==> src/rtl/run_det_pkg.sv <==
// Shared types and constants for the run-length detector controller.
// Holds the FSM state encoding, datapath widths and MODE codes.
package run_det_pkg;

  localparam int unsigned WORD_W  = 8;
  localparam int unsigned MAX_RUN = 8;
  localparam int unsigned N_MIN   = 2;
  localparam int unsigned CNT_W   = 8;

  localparam logic [1:0] MODE_ZERO = 2'b00;
  localparam logic [1:0] MODE_ONE  = 2'b01;
  localparam logic [1:0] MODE_ANY  = 2'b10;

  typedef enum logic [1:0] {
    StIdle,
    StLoad,
    StShift,
    StFin
  } state_e;

  // Clamp the requested run length into [N_MIN, MAX_RUN].
  function automatic logic [3:0] clamp_n(input logic [3:0] n);
    if (n < 4'(N_MIN)) begin
      return 4'(N_MIN);
    end else if (n > 4'(MAX_RUN)) begin
      return 4'(MAX_RUN);
    end
    return n;
  endfunction

  // Polarity filter: MODE[1] set accepts either polarity.
  function automatic logic mode_allows(input logic [1:0] mode, input logic bit_val);
    if (mode[1]) begin
      return 1'b1;
    end else if (mode == MODE_ONE) begin
      return bit_val;
    end
    return ~bit_val;
  endfunction

endpackage

==> src/rtl/run_det_ctrl_if.sv <==
// Frame configuration, data handshake and status signals of run_det_ctrl.
// master drives configuration and data; slave is the controller.
interface run_det_ctrl_if;
  import run_det_pkg::*;

  logic              START;
  logic [3:0]        RUN_LEN;
  logic [1:0]        MODE;
  logic [3:0]        WORDS;
  logic [WORD_W-1:0] DIN;
  logic              DIN_VALID;
  logic              DIN_READY;
  logic              HIT;
  logic [CNT_W-1:0]  HIT_CNT;
  logic              BUSY;
  logic              DONE;

  modport master (
    output START, RUN_LEN, MODE, WORDS, DIN, DIN_VALID,
    input  DIN_READY, HIT, HIT_CNT, BUSY, DONE
  );

  modport slave (
    input  START, RUN_LEN, MODE, WORDS, DIN, DIN_VALID,
    output DIN_READY, HIT, HIT_CNT, BUSY, DONE
  );

endinterface

==> src/rtl/run_detector.sv <==
// Tracks the current run (last bit, saturating length) across strobed bits and
// emits a registered HIT one cycle after a bit that completes a qualifying run.
module run_detector
  import run_det_pkg::*;
(
  input  logic       CLK,
  input  logic       RST,
  input  logic       i_bit,
  input  logic       i_strobe,
  input  logic       i_clear,
  input  logic [3:0] i_n,
  input  logic [1:0] i_mode,
  output logic       o_hit
);

  logic       r_last;
  logic [3:0] r_len;
  logic       r_hit;
  logic [3:0] w_len_next;
  logic       w_hit_next;

  // r_len == 0 marks "no bit seen yet in this frame".
  always_comb begin
    w_len_next = 4'd1;
    if ((r_len != 4'd0) && (i_bit == r_last)) begin
      w_len_next = (r_len < 4'(MAX_RUN)) ? (r_len + 4'd1) : r_len;
    end
    w_hit_next = (w_len_next >= i_n) && mode_allows(i_mode, i_bit);
  end

  always_ff @(posedge CLK or negedge RST) begin
    if (!RST) begin
      r_last <= 1'b0;
      r_len  <= 4'd0;
      r_hit  <= 1'b0;
    end else if (i_clear) begin
      r_last <= 1'b0;
      r_len  <= 4'd0;
      r_hit  <= 1'b0;
    end else if (i_strobe) begin
      r_last <= i_bit;
      r_len  <= w_len_next;
      r_hit  <= w_hit_next;
    end else begin
      r_hit  <= 1'b0;
    end
  end

  assign o_hit = r_hit;

endmodule

==> src/rtl/run_det_ctrl.sv <==
// Frame controller: loads words, serializes them MSB first into run_detector,
// counts hits and signals frame completion.
module run_det_ctrl
  import run_det_pkg::*;
(
  input  logic           CLK,
  input  logic           RST,
  run_det_ctrl_if.slave  ctrl
);

  state_e            r_state;
  state_e            w_state_next;
  logic [WORD_W-1:0] r_sreg;
  logic [2:0]        r_bit_idx;
  logic [4:0]        r_words_left;
  logic [3:0]        r_n;
  logic [1:0]        r_mode;
  logic [CNT_W-1:0]  r_hit_cnt;

  logic w_start;
  logic w_capture;
  logic w_strobe;
  logic w_last_bit;
  logic w_hit;

  assign w_start    = (r_state == StIdle) && ctrl.START;
  assign w_capture  = (r_state == StLoad) && ctrl.DIN_VALID;
  assign w_strobe   = (r_state == StShift);
  assign w_last_bit = w_strobe && (r_bit_idx == 3'd7);

  always_comb begin
    w_state_next = r_state;
    unique case (r_state)
      StIdle:  if (ctrl.START) w_state_next = StLoad;
      StLoad:  if (ctrl.DIN_VALID) w_state_next = StShift;
      StShift: begin
        if (r_bit_idx == 3'd7) begin
          w_state_next = (r_words_left == 5'd0) ? StFin : StLoad;
        end
      end
      StFin:   w_state_next = StIdle;
      default: w_state_next = StIdle;
    endcase
  end

  always_ff @(posedge CLK or negedge RST) begin
    if (!RST) begin
      r_state <= StIdle;
    end else begin
      r_state <= w_state_next;
    end
  end

  // Configuration latch; WORDS == 0 encodes a 16-word frame.
  always_ff @(posedge CLK or negedge RST) begin
    if (!RST) begin
      r_n    <= 4'd0;
      r_mode <= 2'b00;
    end else if (w_start) begin
      r_n    <= clamp_n(ctrl.RUN_LEN);
      r_mode <= ctrl.MODE;
    end
  end

  // Words remaining after the one currently being shifted.
  always_ff @(posedge CLK or negedge RST) begin
    if (!RST) begin
      r_words_left <= 5'd0;
    end else if (w_start) begin
      r_words_left <= (ctrl.WORDS == 4'd0) ? 5'd16 : {1'b0, ctrl.WORDS};
    end else if (w_capture) begin
      r_words_left <= r_words_left - 5'd1;
    end
  end

  always_ff @(posedge CLK or negedge RST) begin
    if (!RST) begin
      r_sreg    <= '0;
      r_bit_idx <= 3'd0;
    end else if (w_start) begin
      r_sreg    <= '0;
      r_bit_idx <= 3'd0;
    end else if (w_capture) begin
      r_sreg    <= ctrl.DIN;
      r_bit_idx <= 3'd0;
    end else if (w_strobe) begin
      r_sreg    <= {r_sreg[WORD_W-2:0], 1'b0};
      r_bit_idx <= r_bit_idx + 3'd1;
    end
  end

  always_ff @(posedge CLK or negedge RST) begin
    if (!RST) begin
      r_hit_cnt <= '0;
    end else if (w_start) begin
      r_hit_cnt <= '0;
    end else if (w_hit && (r_hit_cnt != {CNT_W{1'b1}})) begin
      r_hit_cnt <= r_hit_cnt + 1'b1;
    end
  end

  run_detector u_run_detector (
    .CLK      (CLK),
    .RST      (RST),
    .i_bit    (r_sreg[WORD_W-1]),
    .i_strobe (w_strobe),
    .i_clear  (w_start),
    .i_n      (r_n),
    .i_mode   (r_mode),
    .o_hit    (w_hit)
  );

  assign ctrl.DIN_READY = (r_state == StLoad);
  assign ctrl.BUSY      = (r_state != StIdle);
  assign ctrl.DONE      = (r_state == StFin);
  assign ctrl.HIT       = w_hit;
  assign ctrl.HIT_CNT   = r_hit_cnt;

  // r_bit_idx reaching 7 is implied by w_state_next; keep the decode visible.
  logic w_unused;
  assign w_unused = w_last_bit;

endmodule

==> src/flat_wrapper.sv <==
// flat-port wrapper written by rule: the top's interface ports become plain ports
module run_det_ctrl_flat import run_det_pkg::*;
  (CLK, RST, ctrl_START, ctrl_RUN_LEN, ctrl_MODE, ctrl_WORDS, ctrl_DIN, ctrl_DIN_VALID, ctrl_DIN_READY, ctrl_HIT, ctrl_HIT_CNT, ctrl_BUSY, ctrl_DONE);
  run_det_ctrl_if ctrl_i ();
  input  logic CLK;
  input  logic RST;
  input wire logic [$bits(ctrl_i.START)-1:0] ctrl_START;
  input wire logic [$bits(ctrl_i.RUN_LEN)-1:0] ctrl_RUN_LEN;
  input wire logic [$bits(ctrl_i.MODE)-1:0] ctrl_MODE;
  input wire logic [$bits(ctrl_i.WORDS)-1:0] ctrl_WORDS;
  input wire logic [$bits(ctrl_i.DIN)-1:0] ctrl_DIN;
  input wire logic [$bits(ctrl_i.DIN_VALID)-1:0] ctrl_DIN_VALID;
  output wire logic [$bits(ctrl_i.DIN_READY)-1:0] ctrl_DIN_READY;
  output wire logic [$bits(ctrl_i.HIT)-1:0] ctrl_HIT;
  output wire logic [$bits(ctrl_i.HIT_CNT)-1:0] ctrl_HIT_CNT;
  output wire logic [$bits(ctrl_i.BUSY)-1:0] ctrl_BUSY;
  output wire logic [$bits(ctrl_i.DONE)-1:0] ctrl_DONE;
  assign ctrl_i.START = ctrl_START;
  assign ctrl_i.RUN_LEN = ctrl_RUN_LEN;
  assign ctrl_i.MODE = ctrl_MODE;
  assign ctrl_i.WORDS = ctrl_WORDS;
  assign ctrl_i.DIN = ctrl_DIN;
  assign ctrl_i.DIN_VALID = ctrl_DIN_VALID;
  assign ctrl_DIN_READY = ctrl_i.DIN_READY;
  assign ctrl_HIT = ctrl_i.HIT;
  assign ctrl_HIT_CNT = ctrl_i.HIT_CNT;
  assign ctrl_BUSY = ctrl_i.BUSY;
  assign ctrl_DONE = ctrl_i.DONE;
  run_det_ctrl u_core (.CLK(CLK), .RST(RST), .ctrl(ctrl_i));
endmodule
==> config.mk <==
export PLATFORM = sky130hd
export DESIGN_NAME = run_det_ctrl_flat
export DESIGN_NICKNAME = d
export VERILOG_FILES = /design/src/rtl/run_det_pkg.sv /design/src/rtl/run_det_ctrl_if.sv /design/src/rtl/run_detector.sv /design/src/rtl/run_det_ctrl.sv /design/src/flat_wrapper.sv
export SDC_FILE = /design/constraint.sdc
export NUM_CORES = 1
export LEC_CHECK = 0
export CAP_MARGIN = 20
export CORE_MARGIN = 8
export CORE_UTILIZATION = 48
export DETAILED_ROUTE_END_ITERATION = 7
export MAX_ROUTING_LAYER = met4
export PLACE_DENSITY = 0.74
export SLEW_MARGIN = 40
export SYNTH_ARGS = -nofsm -noshare
export SYNTH_HDL_FRONTEND = slang
export SYNTH_SLANG_ARGS = --single-unit
==> constraint.sdc <==
create_clock -name CLK -period 1.5 [get_ports CLK]
set_input_delay 0.3 -clock CLK [delete_from_list [all_inputs] [get_ports CLK]]
set_output_delay 0.3 -clock CLK [all_outputs]
set_load 0.01 [all_outputs]
==> metrics.json, run 1 <==
{
  "use_met3": {"value": 0.0427},
  "fp.coreArea": {"value": 0.00426, "unit": "mm2"},
  "final_power": {"value": 5.39, "unit": "mW"},
  "violations_in_the_final_reports": {"value": "negative setup slack"},
  "via_count_of_the_first_global_routing_pass": {"value": 1976},
  "finalWeightedCongestion": {"value": 0.793},
  "synth-main-ff-cell": {"value": "sky130_fd_sc_hd__dfrtp_1"},
  "holdWs": {"value": 493, "unit": "ps"},
  "arrival": {"value": 1870, "unit": "ps"},
  "max-vdd-ir-drop": {"value": 1.06, "unit": "mV"},
  "slew_viol_final": {"value": 0},
  "global_route_wire_length_before_repair": {"value": 8630, "unit": "um"},
  "synth_edf_count": {"value": 0},
  "dieArea": {"value": 0.00668, "unit": "mm2"},
  "chipWidth": {"value": 81.7, "unit": "um"},
  "gate_count_post_synth": {"value": 216},
  "antenna_left": {"value": 0},
  "placement_rows": {"value": 24},
  "worst-slew-pin-transition": {"value": 288, "unit": "ps"},
  "pwr_density_cell": {"value": 1710, "unit": "mW/mm2"},
  "final_cell_mix": {"value": "sky130_fd_sc_hd__buf_4 (51), sky130_fd_sc_hd__dfrtp_1 (35), sky130_fd_sc_hd__nand2_1 (28)"},
  "cell_occurring_most_often_along_the_worst_timing_path": {"value": "sky130_fd_sc_hd__buf_6"},
  "report.final.setup_viol": {"value": 10},
  "route.final.wire_length": {"value": 5650, "unit": "um"},
  "drc": {"value": 0},
  "detail_route.vias_per_cell": {"value": 5.50},
  "groute.layer.met2.usage": {"value": 0.288},
  "drt_first_iter_violations": {"value": 76},
  "post_synth_instance_area": {"value": 0.00207, "unit": "mm2"},
  "clockRootBuffer": {"value": "sky130_fd_sc_hd__clkbuf_8"},
  "timing.fmax": {"value": 595, "unit": "MHz"},
  "cts_num_sinks": {"value": 38},
  "layout-drive-gt1-share": {"value": 0.335},
  "syn_area_per_cell": {"value": 9.60, "unit": "um2"},
  "required": {"value": 1680, "unit": "ps"},
  "rsz_0062_raised_after_global_routing": {"value": "yes"},
  "cts_max_level": {"value": 2},
  "max_capacitance_violation_total": {"value": 0},
  "starting_density": {"value": 0.486},
  "grt.busiest_layer": {"value": "met2"},
  "hp-class": {"value": "reg -> reg"},
  "cts-buffers-inserted": {"value": 5},
  "cp.buffers_inverters": {"value": 2},
  "worst_setup_hold_path_clk_slew": {"value": 80, "unit": "ps"},
  "post-synth-top-area-cell": {"value": "sky130_fd_sc_hd__dfrtp_1"},
  "slew_limit_headroom": {"value": 0.807},
  "vias": {"value": 1991},
  "synth_nets": {"value": 248},
  "gr-usage-all-layers": {"value": 0.169},
  "critPathKind": {"value": "reg -> reg"},
  "timing.final.hold_violations": {"value": 0},
  "leakagePower": {"value": 1.58, "unit": "nW"},
  "crit_path_max_incr_delay": {"value": 430, "unit": "ps"},
  "io_buffers": {"value": 33},
  "clock_path_buffers": {"value": 2},
  "fp.dieH": {"value": 81.7, "unit": "um"},
  "timing.final.crit_period": {"value": 1680, "unit": "ps"},
  "async_flop_share": {"value": 1.00},
  "insertion_delay": {"value": 290, "unit": "ps"},
  "yosys_warnings": {"value": 0},
  "worst_setup_path_end_kind": {"value": "flop"},
  "synth.area.top_cells": {"value": "sky130_fd_sc_hd__dfrtp_1 (46%), sky130_fd_sc_hd__ha_1 (6.0%), sky130_fd_sc_hd__nand2_1 (5.3%)"},
  "num_antenna_cells": {"value": 0},
  "run_status": {"value": "finished with violations"},
  "place_area": {"value": 0.00275, "unit": "mm2"},
  "dp_hpwl": {"value": 3610, "unit": "um"},
  "fill_count": {"value": 324},
  "grt_overflow": {"value": 0},
  "post_drt_wl_per_cell": {"value": 15.6, "unit": "um"},
  "crit_path_start_kind": {"value": "flop"},
  "cp_cell_sequence": {"value": "buf_6, buf_6, mux2i_2, or2_1, o21bai_1, a221o_1"},
  "nets": {"value": 342},
  "drtPass1Iterations": {"value": 4},
  "critical_path.slowest_cell": {"value": "sky130_fd_sc_hd__dfrtp_2"},
  "synth_largest_type_area_fraction": {"value": 0.459},
  "critPathMaxFanout": {"value": 3},
  "final_area": {"value": 0.00315, "unit": "mm2"},
  "layout.cells.most_common": {"value": "sky130_fd_sc_hd__buf_4"},
  "postLayoutSetupSlackWorst": {"value": -182, "unit": "ps"},
  "grtUsageMet1": {"value": 0.186},
  "number_of_antenna_violations_at_the_first_check_in_global_routing": {"value": 0},
  "area_growth_syn_to_layout": {"value": 52.1, "unit": "%"},
  "final.period_utilization": {"value": 1.12},
  "clock_tree_from_tritoncts": {"value": "yes"},
  "yosysSeqAreaShare": {"value": 0.459},
  "skew": {"value": 8.74, "unit": "ps"},
  "cell_family_with_the_largest_share_of_critical_path_delay": {"value": "compound AO/OA/AOI/OAI gates"},
  "grt_start_max_net_pins": {"value": 39},
  "synth.lib_cells_used.distinct": {"value": 47},
  "ys_seq_elements": {"value": 38},
  "io-pin-count": {"value": 34}
}
## worst register-to-register path: cells and delay by family (launching register included)
family | cells | cell delay (ps)
DFF | 1 | 430
buffers and inverters | 2 | 240
muxes | 1 | 160
AOI/OAI and AO/OA | 2 | 460
and+or+nand+nor | 1 | 280
## sequential cells by signal, summed over array words and instances, names as in the netlist
| name | count |
|---|---|
| u_core.r_mode | 2 |
| u_core.ctrl.HIT_CNT | 8 |
| u_core.r_sreg | 8 |
| u_core.r_n | 4 |
| u_core.u_run_detector.r_last | 1 |
| u_core.u_run_detector.r_len | 4 |
| u_core.r_words_left | 5 |
| u_core.r_state | 2 |
| u_core.r_bit_idx | 3 |
| u_core.u_run_detector.o_hit | 1 |
## logic make-up after synthesis
group | synth area share
compound gates | 0.171
xor+xnor | 0.0254
fa+ha+maj | 0.0604
buf+inv | 0.0489
flops | 0.459
mux | 0.0483
simple gates | 0.188
## final cells by class
type | count | area [um2] | share of cell area
multi-input cells | 156 | 1150 | 0.365
flip-flops and latches | 38 | 955 | 0.303
repair buffers | 96 | 856 | 0.271
clock buffers | 5 | 68.8 | 0.0218
well taps | 52 | 65.1 | 0.0206
inverters | 13 | 48.8 | 0.0155
clock inverters | 2 | 10.0 | 0.00317
## synth_stat cells (all sizes together) (2+ instances only)
cell	count
a22o	2
nand2b	5
a221o	3
nand3	7
or4	2
a21o	2
a21oi	6
buf	8
nand4	2
o21bai	2
xnor2	3
nand2	29
nor2b	2
dfrtp	38
ha	10
and2	4
inv	13
o211ai	3
nor2	16
xor2	3
nor3	5
o2111ai	2
o21ai	19
mux2i	10
a211oi	3
## stage by stage
stage,setup slack [ps],setup TNS [ps],std cells,utilization
CTS,-152,-818,358,0.699
floorplan,-107,-127,216,-
global placement,-215,-3240,334,0.646
global route,-242,-1680,362,0.739
finish,-182,-1150,362,0.739
detailed placement,-262,-3910,334,0.646
## power breakdown
part | switching (mW) | internal (mW)
Combinational | 1.41 | 1.70
Sequential | 0.227 | 1.37
Clock | 0.365 | 0.312
Total | 2.00 | 3.39
## metal layers
metal,up-vias,share of wire,wire [um]
met5,-,0,0
met3,14,0.053,298
met2,63,0.51,2910
met1,958,0.42,2350
met4,0,0.017,97
li1,956,-,-
## what timing repair did
item                                    CTS  global route
hold buffers                              1             0
resized for setup                        35            38
gates cloned                              0             1
setup buffers                            16             3
pin swaps                                11            10
hold endpoints to repair                 38             0
endpoints found under the setup margin   15            26
## path summary, 6_finish.rpt
| kind | startpoint | end | slack, ps | depth (start not counted) |
|---|---|---|---|---|
| min in group asynchronous | RST | u_core.ctrl.HIT_CNT[5]$_DFFE_PN0P_ | 500 | 3 |
| max in group asynchronous | RST | u_core.u_run_detector.r_len[3]$_DFFE_PN0P_ | 790 | 3 |
| setup / recovery | u_core.r_state[0]$_DFFE_PN0P_ | u_core.r_words_left[2]$_DFFE_PN0P_ | -180 | 6 |
| hold reg to reg | u_core.r_sreg[0]$_DFFE_PN0P_ | u_core.r_sreg[0]$_DFFE_PN0P_ | 490 | 1 |
| setup reg to reg | u_core.r_state[0]$_DFFE_PN0P_ | u_core.r_words_left[2]$_DFFE_PN0P_ | -180 | 6 |
| hold / removal | u_core.r_sreg[0]$_DFFE_PN0P_ | u_core.r_sreg[0]$_DFFE_PN0P_ | 490 | 1 |
Note: power is estimated with default switching activity, not from simulation.
==> run 2, diff against run 1 <==
- GPL_TIMING_DRIVEN: not set -> 0
- MAX_ROUTING_LAYER: met4 -> not set
==> run 2 against run 1 <==
The flow still finishes with violations (negative setup slack). Sequential share of layout area up 2.8 points. Global-route usage down 0.36 points. Cell count down 7.5%. Clock power up 9.4%. Routed wire length down 10%. Clock-buffer cell count up 2. Flip-flop and latch count unchanged. Clock skew down 1.1 ps. Power down 9.0%. Critical endpoint is now u_core.u_run_detector.o_hit$_DFF_PN0_. Largest power group unchanged. Highest routed layer unchanged.
==> metrics.json, run 2 (synthesis results as in run 1) <==
{
  "run_status": {"value": "finished with violations"},
  "violations_in_the_final_reports": {"value": "negative setup slack"},
  "final.period_utilization": {"value": 1.13, "change": "+0.0131"},
  "nets": {"value": 314, "change": "-8.2%"},
  "fp.dieH": {"value": 81.7, "unit": "um", "change": "unchanged"},
  "dp_hpwl": {"value": 3220, "unit": "um", "change": "-11%"},
  "io_buffers": {"value": 33, "change": "unchanged"},
  "finalSetupTns": {"value": -409, "unit": "ps", "change": "+744 ps"},
  "max-vdd-ir-drop": {"value": 0.994, "unit": "mV", "change": "-6.3%"},
  "worst-slew-pin-transition": {"value": 482, "unit": "ps", "change": "+195 ps"},
  "arrival": {"value": 1890, "unit": "ps", "change": "+20 ps"},
  "postLayoutSetupSlackWorst": {"value": -202, "unit": "ps", "change": "-19.7 ps"},
  "crit_path_start_kind": {"value": "flop"},
  "critPathKind": {"value": "reg -> reg"},
  "timing.final.hold_violations": {"value": 0, "change": "unchanged"},
  "cts_max_level": {"value": 2, "change": "unchanged"},
  "ff_latch_area": {"value": 953, "unit": "um2", "change": "-0.13%"},
  "clockRootBuffer": {"value": "sky130_fd_sc_hd__clkbuf_8"},
  "crit_path_max_incr_delay": {"value": 440, "unit": "ps", "change": "about the same"},
  "dieArea": {"value": 0.00668, "unit": "mm2", "change": "unchanged"},
  "gr-usage-all-layers": {"value": 0.165, "change": "-0.00363"},
  "io-pin-count": {"value": 34, "change": "unchanged"},
  "placement_rows": {"value": 24, "change": "unchanged"},
  "max_capacitance_violation_total": {"value": 0, "change": "unchanged"},
  "layout.cells.most_common": {"value": "sky130_fd_sc_hd__dfrtp_1"},
  "cp.buffers_inverters": {"value": 1, "change": "-1"},
  "post-place-cells": {"value": 301, "change": "-9.9%"},
  "number_of_antenna_violations_at_the_first_check_in_global_routing": {"value": 0, "change": "unchanged"},
  "final_cell_mix": {"value": "sky130_fd_sc_hd__dfrtp_1 (36), sky130_fd_sc_hd__nand2_1 (29), sky130_fd_sc_hd__buf_4 (24)"},
  "clock_path_buffers": {"value": 2, "change": "unchanged"},
  "cts_num_sinks": {"value": 38, "change": "unchanged"},
  "drt_first_iter_violations": {"value": 110, "change": "+45%"},
  "via_count_of_the_first_global_routing_pass": {"value": 1852, "change": "-6.3%"},
  "required": {"value": 1690, "unit": "ps", "change": "about the same"},
  "slew_limit_headroom": {"value": 0.678, "change": "-0.128"},
  "post_drt_wl_per_cell": {"value": 15.1, "unit": "um", "change": "-3.1%"},
  "hp-class": {"value": "reg -> reg"},
  "multi_input_comb_area": {"value": 0.00112, "unit": "mm2", "change": "-2.2%"},
  "route.final.wire_length": {"value": 5070, "unit": "um", "change": "-10%"},
  "worst_setup_hold_path_clk_slew": {"value": 80, "unit": "ps", "change": "about the same"},
  "insertion_delay": {"value": 300, "unit": "ps", "change": "about the same"},
  "timing.fmax": {"value": 588, "unit": "MHz", "change": "-1.2%"},
  "grt_overflow": {"value": 0, "change": "unchanged"},
  "num_antenna_cells": {"value": 0, "change": "unchanged"},
  "cp_cell_sequence": {"value": "xor2_2, buf_4, a21oi_2, o21a_1, ha_1, o221ai_1, a21oi_1"},
  "layout-drive-gt1-share": {"value": 0.244, "change": "-0.0917"},
  "cts-buffers-inserted": {"value": 5, "change": "unchanged"},
  "drtPass1Iterations": {"value": 4, "change": "unchanged"},
  "cell_family_with_the_largest_share_of_critical_path_delay": {"value": "compound AO/OA/AOI/OAI gates"},
  "detail_route.vias_per_cell": {"value": 5.44, "change": "-1.1%"},
  "drc": {"value": 0, "change": "unchanged"},
  "worst_setup_path_end_kind": {"value": "flop"},
  "grt_start_max_net_pins": {"value": 39, "change": "unchanged"},
  "starting_density": {"value": 0.486, "change": "unchanged"},
  "finalWeightedCongestion": {"value": 0.839, "change": "+5.8%"},
  "chipWidth": {"value": 81.7, "unit": "um", "change": "unchanged"},
  "pwr_density_cell": {"value": 1700, "unit": "mW/mm2", "change": "-0.41%"},
  "antenna_left": {"value": 0, "change": "unchanged"},
  "leakagePower": {"value": 1.45, "unit": "nW", "change": "-8.2%"},
  "critical_path.slowest_cell": {"value": "sky130_fd_sc_hd__dfrtp_2"},
  "skew": {"value": 7.61, "unit": "ps", "change": "-1.13 ps"},
  "global_route_wire_length_before_repair": {"value": 8540, "unit": "um", "change": "-1.0%"},
  "fp.coreArea": {"value": 0.00426, "unit": "mm2", "change": "unchanged"},
  "final_power": {"value": 4.90, "unit": "mW", "change": "-9.0%"},
  "final_util": {"value": 0.675, "change": "-0.0640"},
  "vias": {"value": 1823, "change": "-8.4%"},
  "fill_count": {"value": 348, "change": "+7.4%"},
  "rsz_0062_raised_after_global_routing": {"value": "yes"},
  "slew_viol_final": {"value": 0, "change": "unchanged"},
  "area_growth_syn_to_layout": {"value": 38.9, "unit": "%"},
  "report.final.setup_viol": {"value": 4, "change": "-6"},
  "timing.final.crit_period": {"value": 1700, "unit": "ps", "change": "+19.7 ps"},
  "final_cell_count_no_fill": {"value": 335, "change": "-7.5%"},
  "clock_tree_from_tritoncts": {"value": "yes"},
  "critPathMaxFanout": {"value": 4, "change": "+1"}
}
==> run 2: cell count changes in the layout (fill, tap and decap cells not counted), sizes merged <==
cell and delta:
buf -28, clkdlybuf4s50 -3, clkbuf +2, dlygate4sd2 +2
clkinv -1, dlymetal6s2s +1
==> run 2: stage by stage <==
step                      worst slack, ps  instance area, um2  hold WS, ps
final                                -202                2880          489
after CTS                            -145                2800          490
after global placement               -827                2470          464
after floorplan                      -107                2080         4.41
after global routing                 -271                2880          516
after detailed placement             -393                2470          301
==> run 2: path summary, 6_finish.rpt <==
check,start,end,slack (ps),depth (start not counted)
min in group asynchronous,RST,u_core.ctrl.HIT_CNT[6]$_DFFE_PN0P_,510,2
hold reg to reg,u_core.r_n[0]$_DFFE_PN0P_,u_core.r_n[0]$_DFFE_PN0P_,490,2
max in group asynchronous,RST,u_core.r_sreg[7]$_DFFE_PN0P_,630,2
setup / recovery,u_core.r_sreg[7]$_DFFE_PN0P_,u_core.u_run_detector.o_hit$_DFF_PN0_,-200,7
hold / removal,u_core.r_n[0]$_DFFE_PN0P_,u_core.r_n[0]$_DFFE_PN0P_,490,2
setup reg to reg,u_core.r_sreg[7]$_DFFE_PN0P_,u_core.u_run_detector.o_hit$_DFF_PN0_,-200,7
==> run 2: area by class of cell <==
type | count | share of cell area
flip-flops and latches | 38 | 0.331
inverters | 13 | 0.0169
repair buffers | 59 | 0.176
clock inverters | 1 | 0.00174
clock buffers | 7 | 0.0300
multi-input cells | 156 | 0.391
well taps | 52 | 0.0226
plain buffers | 9 | 0.0313
==> run 2: power by group <==
part           switching [mW]  internal (mW)  total, mW  leakage (nW)
sequential              0.235           1.37       1.61         0.501
combinational            1.24           1.31       2.55         0.900
clock                   0.371          0.371      0.742        0.0482
total                    1.85           3.05       4.90          1.45
==> run 2: metal layers <==
metal | share of wire | up-vias | global-route usage
li1 | - | 899 | -
met1 | 0.44 | 870 | 0.190
met2 | 0.47 | 39 | 0.273
met3 | 0.058 | 15 | 0.0547
met4 | 0.028 | 0 | 0.0737
met5 | 0 | - | 0
==> run 2: timing repair <==
action                                  4_1_cts  5_1_grt
pin swaps                                     6        8
hold buffers                                  1        0
gates resized for setup                      49       25
cloned                                        1        1
setup buffers                                22        2
hold endpoints to repair                     38        0
endpoints found under the setup margin       30       35
==> run 2: tightest hold or removal path: cells and delay by family, from the launching register on <==
kind | cells | cell delay [ps]
flops | 1 | 360
simple gates | 2 | 100
